<file path="config.mk">
export PLATFORM = sky130hd
export DESIGN_NAME = cypher_stream_tx
export DESIGN_NICKNAME = d
export VERILOG_FILES = /design/src/rtl/cypher_pkg.sv /design/src/rtl/cypher_tx_fifo.sv /design/src/rtl/cypher_stream_tx.sv
export SDC_FILE = /design/constraint.sdc
export NUM_CORES = 1
export LEC_CHECK = 0
export BUFFER_PORTS_ARGS = -buffer_cell sky130_fd_sc_hd__buf_2
export CAP_MARGIN = 30
export CORE_MARGIN = 4
export CORE_UTILIZATION = 39
export CTS_BUF_LIST = sky130_fd_sc_hd__clkbuf_8 sky130_fd_sc_hd__clkbuf_16
export CTS_CLUSTER_SIZE = 24
export DETAILED_ROUTE_END_ITERATION = 8
export GPL_TIMING_DRIVEN = 0
export PLACE_DENSITY = 0.65
export SLEW_MARGIN = 10
export SYNTH_ARGS = -nofsm -noshare
export SYNTH_HDL_FRONTEND = slang
export SYNTH_HIERARCHICAL = 1
export SYNTH_SLANG_ARGS = --single-unit
</file>
<file path="constraint.sdc">
create_clock -name clock -period 2.6 [get_ports clock]
set_input_delay 0.65 -clock clock [delete_from_list [all_inputs] [get_ports clock]]
set_output_delay 0.65 -clock clock [all_outputs]
set_load 0.005 [all_outputs]
</file>
<file path="src/rtl/cypher_pkg.sv">
// Shared types for the cypher transmitter and detector: burst FSM states, default symbol width
// and the detector-side control FSM encodings.
package cypher_pkg;

    localparam int unsigned CypherDataW = 8;

    typedef enum logic [1:0] {
        StIdle,
        StStream,
        StStop,
        StDone
    } tx_state_t;

    // Detector control FSM encodings; the detector decodes these from the read/stop stream.
    typedef enum logic [1:0] {
        DetIdle    = 2'd0,
        DetRead    = 2'd1,
        DetCompare = 2'd2,
        DetStop    = 2'd3
    } det_state_t;

endpackage

</file>
<file path="src/rtl/cypher_tx_fifo.sv">
// Synchronous FIFO with occupancy count; full/empty are derived from the level, not the pointers.
module cypher_tx_fifo #(
    parameter int unsigned DATA_W = 8,
    parameter int unsigned DEPTH  = 16
) (
    input  logic                     clock,
    input  logic                     reset_n,
    input  logic                     push,
    input  logic                     pop,
    input  logic [DATA_W-1:0]        wdata,
    output logic [DATA_W-1:0]        rdata,
    output logic [$clog2(DEPTH):0]   level,
    output logic                     full,
    output logic                     empty
);

    localparam int unsigned AW = $clog2(DEPTH);
    localparam logic [AW:0] LvlFull = (AW + 1)'(DEPTH);

    logic [DATA_W-1:0] mem_q [DEPTH];
    logic [AW-1:0]     wr_ptr_q, rd_ptr_q;
    logic [AW:0]       level_q;
    logic              push_ok, pop_ok;

    assign full    = (level_q == LvlFull);
    assign empty   = (level_q == '0);
    assign pop_ok  = pop & ~empty;
    // A pop in the same cycle frees a slot, so a push into a full FIFO is still accepted.
    assign push_ok = push & (~full | pop_ok);
    assign rdata   = mem_q[rd_ptr_q];
    assign level   = level_q;

    always_ff @(posedge clock) begin
        if (push_ok) begin
            mem_q[wr_ptr_q] <= wdata;
        end
    end

    always_ff @(posedge clock or negedge reset_n) begin
        if (!reset_n) begin
            wr_ptr_q <= '0;
            rd_ptr_q <= '0;
            level_q  <= '0;
        end else begin
            if (push_ok) begin
                wr_ptr_q <= wr_ptr_q + AW'(1);
            end
            if (pop_ok) begin
                rd_ptr_q <= rd_ptr_q + AW'(1);
            end
            if (push_ok && !pop_ok) begin
                level_q <= level_q + (AW + 1)'(1);
            end else if (pop_ok && !push_ok) begin
                level_q <= level_q - (AW + 1)'(1);
            end
        end
    end

endmodule

</file>
<file path="src/rtl/cypher_stream_tx.sv">
// Burst transmitter: buffers host symbols and frames them as read/symbols/stop/done bursts.
// Optional sym_parity output is enabled by defining CYPHER_TX_PARITY_EN.
module cypher_stream_tx
    import cypher_pkg::*;
#(
    parameter int unsigned DATA_W = CypherDataW,
    parameter int unsigned DEPTH  = 16
) (
    input  logic                   clock,
    input  logic                   reset_n,
    input  logic                   wr_valid,
    input  logic [DATA_W-1:0]      wr_data,
    output logic                   wr_ready,
    input  logic                   send,
    output logic                   busy,
    output logic                   done,
    output logic                   read,
    output logic                   stop,
    output logic                   sym_valid,
    output logic [DATA_W-1:0]      sym_data,
    output logic [$clog2(DEPTH):0] level
`ifdef CYPHER_TX_PARITY_EN
    ,
    output logic                   sym_parity
`endif
);

    localparam int unsigned LW = $clog2(DEPTH) + 1;

    tx_state_t         state_q, state_d;
    logic [LW-1:0]     cnt_q, cnt_d;
    logic [1:0]        rst_sync_q;
    logic              rst_n;
    logic              pop, full, empty;
    logic [DATA_W-1:0] head;
    logic              read_q, read_d, stop_q, stop_d, done_q, done_d;
    logic              sym_valid_q, sym_valid_d;
    logic [DATA_W-1:0] sym_data_q, sym_data_d;

    // Assert asynchronously, release on the clock.
    always_ff @(posedge clock or negedge reset_n) begin
        if (!reset_n) begin
            rst_sync_q <= 2'b00;
        end else begin
            rst_sync_q <= {rst_sync_q[0], 1'b1};
        end
    end
    assign rst_n = rst_sync_q[1];

    assign wr_ready = ~full | pop;

    cypher_tx_fifo #(
        .DATA_W(DATA_W),
        .DEPTH (DEPTH)
    ) u_fifo (
        .clock  (clock),
        .reset_n(rst_n),
        .push   (wr_valid & wr_ready),
        .pop    (pop),
        .wdata  (wr_data),
        .rdata  (head),
        .level  (level),
        .full   (full),
        .empty  (empty)
    );

    // The head is popped on the edge that loads it into the output register, so the first
    // symbol appears the cycle after send.
    always_comb begin
        state_d     = state_q;
        cnt_d       = cnt_q;
        pop         = 1'b0;
        read_d      = 1'b0;
        stop_d      = 1'b0;
        done_d      = 1'b0;
        sym_valid_d = 1'b0;
        sym_data_d  = '0;
        unique case (state_q)
            StIdle: begin
                if (send && !empty) begin
                    state_d     = StStream;
                    cnt_d       = level - LW'(1);
                    pop         = 1'b1;
                    read_d      = 1'b1;
                    sym_valid_d = 1'b1;
                    sym_data_d  = head;
                end
            end
            StStream: begin
                if (cnt_q != '0) begin
                    cnt_d       = cnt_q - LW'(1);
                    pop         = 1'b1;
                    sym_valid_d = 1'b1;
                    sym_data_d  = head;
                end else begin
                    state_d = StStop;
                    stop_d  = 1'b1;
                end
            end
            StStop: begin
                state_d = StDone;
                done_d  = 1'b1;
            end
            StDone: begin
                state_d = StIdle;
            end
        endcase
    end

    always_ff @(posedge clock or negedge rst_n) begin
        if (!rst_n) begin
            state_q     <= StIdle;
            cnt_q       <= '0;
            read_q      <= 1'b0;
            stop_q      <= 1'b0;
            done_q      <= 1'b0;
            sym_valid_q <= 1'b0;
            sym_data_q  <= '0;
        end else begin
            state_q     <= state_d;
            cnt_q       <= cnt_d;
            read_q      <= read_d;
            stop_q      <= stop_d;
            done_q      <= done_d;
            sym_valid_q <= sym_valid_d;
            sym_data_q  <= sym_data_d;
        end
    end

    assign busy      = (state_q != StIdle);
    assign read      = read_q;
    assign stop      = stop_q;
    assign done      = done_q;
    assign sym_valid = sym_valid_q;
    assign sym_data  = sym_data_q;

`ifdef CYPHER_TX_PARITY_EN
    logic parity_q;

    always_ff @(posedge clock or negedge rst_n) begin
        if (!rst_n) begin
            parity_q <= 1'b0;
        end else begin
            parity_q <= ^sym_data_d;
        end
    end
    assign sym_parity = parity_q;
`endif

endmodule

</file>
==> results.py, run 1 <==
metrics = {
    "cts": {
        "cts_tree": "yes",
        "clk_pin_slew_worst_paths_ns": 0.06,
        "root_buffer": "clkbuf_16",
        "clk_latency_ns": 0.42,
        "cts_sinks": 162,
        "cts-htree-levels": 4,
        "cts_buffer_depth": 2,
        "cts_buffers": 17,
    },
    "synth": {
        "synthesis.nets": 442,
        "syn_area_um2": 6770,
        "synth_area_per_cell_um2": 16.3,
        "synth_top_family_by_area": "multiplexers",
        "synth.area.top_cells": "edfxtp_1, dfrtp_1, mux2i_1",
        "syn_inst": 416,
        "synth.area.mux_share_pct": 11.1,
        "yosys_most_used_dff": "edfxtp_1",
        "async_reset_ff_share_pct": 21.0,
        "ys_top_cells_by_count": "edfxtp_1, mux2i_1, dfrtp_1",
        "ys_seq_area_share_pct": 69.3,
        "synthAdderAreaFrac_pct": 2.70,
        "synthXorXnorAreaFrac_pct": 1.42,
        "yosys.area_share.simple_pct": 6.65,
        "yosysMostFrequentCell": "edfxtp_1",
        "yosysTopAreaCellShare_pct": 56.7,
        "synth_seq_cells": 162,
        "yosysTopAreaCell": "edfxtp_1",
        "synth_edf_count": 128,
        "yosysWarnings": 6,
        "synth.distinct_cells": 51,
        "synth_compound_area_share_pct": 6.67,
    },
    "critical_path": {
        "worst-path-max-fanout": 5,
        "worstPathArrival_ns": 3.22,
        "crit_type": "flip-flop to flip-flop",
        "crit_family": "simple AND/OR/NAND/NOR gates",
        "worst-path-buf-inv": 3,
        "crit_path_end_kind": "flip-flop",
        "cp.required_ns": 2.89,
        "crit_path_start_kind": "flip-flop",
        "max_stage_delay_ns": 0.54,
        "crit_path_cell_trace": "or4_4 > nor2_2 > nand3b_1 > and2_4 > inv_8 > o21a_4 > inv_4 > ha_4 > inv_6 > fa_2 > a21o_1 > a21oi_2 > mux2i_1 > xnor2_1",
        "cpMaxStageDelayCell": "or4_4",
    },
    "cells_and_area": {
        "multi_input_comb_area_um2": 2060,
        "fillCellCount": 1436,
        "utilization_pct": 47.6,
        "finalNetCount": 505,
        "seq_area_um2": 4700,
        "design_area_um2": 8010,
        "drive_gt1_share_pct": 29.5,
        "fin_cells": 712,
        "n_antenna_cell": 0,
        "area_growth_pct": 18.2,
    },
    "floorplan": {
        "dieArea_um2": 19500,
        "start_util_pct": 40.3,
        "core_area_um2": 16800,
        "die_h_um": 140,
        "io_pins": 31,
        "rows": 47,
        "dieWidth_um": 140,
    },
    "sta": {
        "hold_ws_ns": 0.349,
        "tns_ns": -2.45,
        "setup_viol": 61,
        "finalCriticalPeriod_ns": 2.93,
        "slew_headroom_pct": 48.0,
        "fin_ws_ns": -0.330,
        "drv_slew": 0,
        "finalCritPeriodShare_pct": 113,
        "tightest_slew_ns": 0.780,
        "skew_ns": 0.00875,
        "max_freq_ghz": 0.341,
        "rsz0062_at_grt": "true",
        "finalHoldViolations": 0,
    },
    "routing": {
        "drcViolationCount": 0,
        "vias_per_cell": 5.32,
        "first_pass_iters": 4,
        "ant_nets": 0,
        "vias": 3785,
        "wl_per_cell_um": 19.9,
        "drt_iter0_drc": 240,
        "finalWirelength_um": 14200,
    },
    "power": {
        "ir_drop_v": 0.000520,
        "internal-power_w": 0.00622,
        "switching_power_w": 0.00326,
        "pwr-share-clk_pct": 24.5,
        "seq_power_share_pct": 37.0,
        "p_per_area_nw_per_um2": 1180,
        "pwr-share-comb_pct": 38.5,
        "p_leak_nw": 2.96,
        "p_sw_share_pct": 34.4,
    },
    "grt": {
        "grt_first_pass_wirelength_um": 22000,
        "grt_util_all_layers_pct": 14.9,
        "grt_max_degree": 33,
        "grt_pass1_vias": 3851,
        "grt_antenna_before_repair": 0,
        "grt_overflow_total": 0,
    },
    "place": {
        "dp_hpwl_um": 9330,
        "place_area_um2": 7240,
        "placedCellCount": 666,
        "gp_congestion": 0.808,
        "portBuffers": 30,
    },
    "outcome": {
        "violations": "negative setup slack",
        "status": "complete, but fails checks",
    },
    "flow_run": {
        "maxCapViolations": 0,
    },
    "min_path": {
        "worstHoldPathType": "flip-flop to asynchronous set/reset pin",
    },
}
==> per-stage QoR <==
step                      setup slack [ns]  power [W]
after floorplan                     -0.378    0.00591
after global placement              -0.673    0.00679
after detailed placement            -0.693    0.00690
after CTS                           -0.347    0.00947
after global routing                -0.450     0.0100
final                               -0.330    0.00948
==> power by group through the flow <==
| stage | Sequential, W | Clock, W | Combinational [W] |
|---|---|---|---|
| finish | 0.00351 | 0.00232 | 0.00365 |
| global placement | 0.00356 | 0 | 0.00323 |
| CTS | 0.00350 | 0.00237 | 0.00360 |
| detailed placement | 0.00358 | 0 | 0.00331 |
| floorplan | 0.00352 | 0 | 0.00239 |
| global route | 0.00355 | 0.00249 | 0.00398 |
==> area by class of cell <==
| class | instances | share of cell area, % |
|---|---|---|
| inverters | 15 | 0.890 |
| multi-input cells | 221 | 25.7 |
| well taps | 220 | 3.44 |
| repair buffers | 45 | 3.31 |
| clock inverters | 15 | 1.61 |
| clock buffers | 17 | 5.31 |
| plain buffers | 17 | 1.02 |
| flip-flops and latches | 162 | 58.7 |
==> state kept, by name, indices dropped and copies added (netlist names), 2 cells and up <==
signal           count
u_fifo/wr_ptr_q      4
cnt_q                5
u_fifo/level         5
u_fifo/mem_q       128
rst_sync_q           2
state_q              2
sym_data             8
u_fifo/rd_ptr_q      4
==> cells in the final DEF (no fill, tap or decap), types with 5 or more instances in the layout <==
cell / netlist / layout
dfrtp_1: 34 / 28
inv_6: 0 / 5
buf_4: 0 / 14
edfxtp_1: 128 / 128
ha_1: 13 / 10
clkbuf_16: 0 / 17
mux4_2: 16 / 16
buf_2: 7 / 37
and2_4: 1 / 17
o21ai_0: 14 / 12
a221oi_1: 16 / 16
dfrtp_2: 0 / 6
a22oi_1: 8 / 8
mux2i_1: 37 / 37
inv_1: 14 / 12
nand2_1: 24 / 24
xnor2_1: 10 / 10
and2_1: 24 / 9
clkbuf_1: 8 / 7
==> per-layer routing <==
layer,GRT usage [%],vias up,wire (µm)
met5,0,-,0
met3,3.22,16,666
li1,-,1727,-
met1,18.8,1956,5800
met4,5.15,0,198
met2,25.5,86,7500
==> worst reg2reg max path: stages, from the launching register on <==
cell and delay [ns]:
dfrtp_2 0.40, or4_4 0.54, nor2_2 0.10, nand3b_1 0.14, and2_4 0.20, inv_8 0.04, o21a_4 0.13, inv_4 0.07
ha_4 0.15, inv_6 0.05, fa_2 0.34, a21o_1 0.20, a21oi_2 0.15, mux2i_1 0.23, xnor2_1 0.09
==> what timing repair did <==
item | 4_1_cts | 5_1_grt
pin swaps | 11 | 3
resized for setup | 40 | 10
setup endpoints to repair | 135 | 135
hold buffers | 1 | 0
setup buffers | 13 | 1
hold endpoints to repair | 2 | 0
==> kinds of logic after synthesis <==
family                   after synthesis
multiplexers                          55
buffers and inverters                 33
adder cells (fa/ha/maj)               14
XOR/XNOR                              11
AND/OR/NAND/NOR                       80
other                                  1
flip-flops                           162
AO/OA/AOI/OAI                         60
==> worst paths after layout <==
kind	from	end	slack, ns	cells after the start
worst max-delay path	u_fifo/level[0]	u_fifo/level[4]	-0.33	14
worst min-delay path	rst_sync_q[1]	u_fifo/wr_ptr_q[1]	0.35	0
worst max register to register	u_fifo/level[0]	u_fifo/level[4]	-0.33	14
worst min register to register	rst_sync_q[1]	u_fifo/wr_ptr_q[1]	0.35	0
max in group asynchronous	rst_sync_q[1]	cnt_q[2]	1.71	0
min in group clock	rst_sync_q[0]	rst_sync_q[1]	0.35	0
No activity file was read; power rests on OpenSTA's default activity.
==> inputs of run 2 (changes only) <==
Settings changed: SYNTH_HIERARCHICAL 1 to default.
==> run 2 against run 1 <==
  * The run still ends with negative setup slack left
  * Wire length shrank 7.7%
  * Hold slack lost 0.00085 ns
  * Setup slack gained 0.035 ns
  * Sequential cell count is the same
  * Global-route usage shrank 0.65 points
  * Synthesized cell count shrank 12%
  * First-iteration DRC count grew 19%
==> results.py, run 2 <==
metrics = {
    "outcome": {
        "status": "complete, but fails checks",
        "violations": "negative setup slack",
    },
    "cts": {
        "cts_buffers": 17,
        "root_buffer": "clkbuf_16",
        "clk_pin_slew_worst_paths_ns": 0.06,
        "cts_tree": "yes",
        "clk_latency_ns": 0.42,
        "cts_buffer_depth": 2,
        "cts-htree-levels": 4,
        "cts_sinks": 162,
    },
    "synth": {
        "synth.distinct_cells": 42,
        "syn_inst": 365,
        "yosys_most_used_dff": "edfxtp_1",
        "async_reset_ff_share_pct": 21.0,
        "syn_area_um2": 6600,
        "synth_edf_count": 128,
        "synth.area.top_cells": "edfxtp_1, dfrtp_1, mux4_2",
        "yosysWarnings": 0,
        "synth_seq_cells": 162,
        "ys_seq_area_share_pct": 71.1,
        "yosysMostFrequentCell": "edfxtp_1",
        "synthesis.nets": 391,
        "ys_top_cells_by_count": "edfxtp_1, dfrtp_1, mux4_2",
        "yosysTopAreaCellShare_pct": 58.2,
        "synth_area_per_cell_um2": 18.1,
        "yosysTopAreaCell": "edfxtp_1",
    },
    "place": {
        "dp_hpwl_um": 8300,
        "place_area_um2": 7050,
        "gp_congestion": 0.735,
        "portBuffers": 30,
    },
    "cells_and_area": {
        "finalNetCount": 459,
        "final_cell_mix": "edfxtp_1, buf_2, mux4_2, dfrtp_1",
        "drive_gt1_share_pct": 34.8,
        "area_growth_pct": 19.6,
        "design_area_um2": 7900,
        "final_common_cell": "edfxtp_1",
        "regMostFlops": "u_fifo.mem_q",
        "n_antenna_cell": 0,
        "largest_reg_flops": 128,
    },
    "critical_path": {
        "crit_type": "flip-flop to output port",
        "cp.required_ns": 1.95,
        "max_stage_delay_ns": 0.47,
        "crit_path_end_kind": "output port",
        "worst-path-max-fanout": 2,
        "cpMostUsedCell": "buf_6",
        "crit_path_start_kind": "flip-flop",
        "crit_path_cell_trace": "inv_2 > ha_4 > or4b_4 > a32o_2 > buf_6 > or2_4 > buf_6",
        "cpMaxStageDelayCell": "or4b_4",
        "worstPathArrival_ns": 2.25,
    },
    "sta": {
        "max_freq_ghz": 0.345,
        "rsz0062_at_grt": "true",
        "tns_ns": -0.296,
        "finalCritPeriodShare_pct": 111,
        "fin_ws_ns": -0.296,
        "finalHoldViolations": 0,
        "slew_headroom_pct": 45.2,
        "tightest_slew_ns": 0.822,
        "finalCriticalPeriod_ns": 2.90,
        "drv_slew": 0,
        "setup_viol": 1,
        "skew_ns": 0.00949,
    },
    "power": {
        "internal-power_w": 0.00616,
        "p_per_area_nw_per_um2": 1160,
        "switching_power_w": 0.00297,
        "pwr-share-clk_pct": 26.9,
        "p_sw_share_pct": 32.5,
        "ir_drop_v": 0.000518,
        "p_leak_nw": 2.82,
        "seq_power_share_pct": 38.0,
        "pwr-share-comb_pct": 35.1,
        "finalPower_w": 0.00913,
    },
    "routing": {
        "vias_per_cell": 5.19,
        "finalWirelength_um": 13100,
        "drt_iter0_drc": 285,
        "vias": 3457,
        "wl_per_cell_um": 19.6,
        "drcViolationCount": 0,
        "ant_nets": 0,
        "first_pass_iters": 4,
    },
    "floorplan": {
        "dieArea_um2": 19100,
        "io_pins": 31,
        "start_util_pct": 39.8,
        "die_h_um": 138,
        "dieWidth_um": 138,
        "core_area_um2": 16600,
        "rows": 47,
    },
    "grt": {
        "grt_max_degree": 33,
        "grt_antenna_before_repair": 2,
        "grt_overflow_total": 0,
        "grt_pass1_vias": 3633,
        "grt_util_all_layers_pct": 14.2,
        "grt_first_pass_wirelength_um": 20600,
    },
    "flow_run": {
        "maxCapViolations": 0,
    },
    "min_path": {
        "worstHoldPathType": "flip-flop to asynchronous set/reset pin",
    },
}
[run 2: changes by cell type after synthesis, moves of 4 or more]
cell,change
a221oi_1,-14
mux4_2,+16
mux2i_1,-18
a22oi_1,-8
xor2_1,+4
and2_1,-23
nand2_1,-13
o22ai_1,+9
o21ai_0,-8
nor2_1,+12
[run 2: critical path, delay by kind of cell (launching register included)]
family,cells,cell delay [ns]
buf+inv,3,0.32
simple gates,2,0.70
compound gates,1,0.28
fa+ha+maj,1,0.13
flops,1,0.40
[run 2: routing by layer]
| metal | up-vias | track usage [%] | wire (µm) | share of wire [%] |
|---|---|---|---|---|
| met5 | - | 0 | 21 | 0.16 |
| met4 | 4 | 4.21 | 156 | 1.2 |
| met3 | 17 | 4.45 | 840 | 6.4 |
| met2 | 105 | 22.9 | 6520 | 50 |
| met1 | 1761 | 18.8 | 5530 | 42 |
| li1 | 1570 | - | - | - |
[run 2: final timing paths]
kind	start	end	slack [ns]	cells after the start
setup / recovery	u_fifo.level[1]	wr_ready	-0.30	7
hold / removal	rst_sync_q[1]	u_fifo.level[1]	0.35	0
setup reg to reg	u_fifo.level[1]	u_fifo.level[4]	0.06	11
hold reg to reg	rst_sync_q[1]	u_fifo.level[1]	0.35	0
max in group asynchronous	rst_sync_q[1]	u_fifo.level[0]	1.73	0
min in group clock	rst_sync_q[0]	rst_sync_q[1]	0.35	0
[run 2: kinds of logic (layout without fill, tap and decap cells)]
| kind of cell | Yosys count | count (layout) | share of synthesized area [%] |
|---|---|---|---|
| AOI/OAI and AO/OA | 33 | 33 | 3.53 |
| other | 1 | 1 | 0.0568 |
| xor gates and xnor gates | 13 | 13 | 1.73 |
| buffers and inverters | 32 | 113 | 2.24 |
| adders and majority gates | 14 | 14 | 2.65 |
| and+or+nand+nor | 55 | 55 | 4.19 |
| DFF | 162 | 162 | 71.1 |
| muxes | 55 | 55 | 14.5 |
[run 2: what timing repair did]
| action | CTS | global route |
|---|---|---|
| hold endpoints to repair | 2 | 0 |
| setup endpoints to repair | 107 | 50 |
| resized for setup | 24 | 10 |
| buffers inserted | 13 | 5 |
| pin swaps | 6 | 1 |
| hold buffers | 1 | 0 |
[run 2: power by group through the flow]
stage          clock network (W)  logic, W  registers, W
3_3_place_gp                   0   0.00275       0.00351
5_1_grt                  0.00263   0.00350       0.00352
6_report                 0.00246   0.00320       0.00347
3_5_place_dp                   0   0.00285       0.00353
4_1_cts                  0.00250   0.00311       0.00347
2_1_floorplan                  0   0.00207       0.00348
[run 2: final cells by class]
class                   instances  area [µm²]
repair buffers                 50         309
inverters                      14        52.6
clock buffers                  17         425
multi-input cells             171        1890
fillers                      1403        8690
flip-flops and latches        162        4700
well taps                     220         275
clock inverters                15         159
plain buffers                  17        83.8
[run 2: stage by stage]
stage                     setup WS (ns)  instances  util [%]  hold slack, ns
after floorplan                  0.0221        365         -           0.331
after detailed placement         -0.276        616      42.5           0.343
final                            -0.296        666      47.6           0.348
after global routing             -0.349        666      47.6           0.367
after global placement           -0.660        615      42.4           0.338
after CTS                        -0.323        661      47.1           0.353
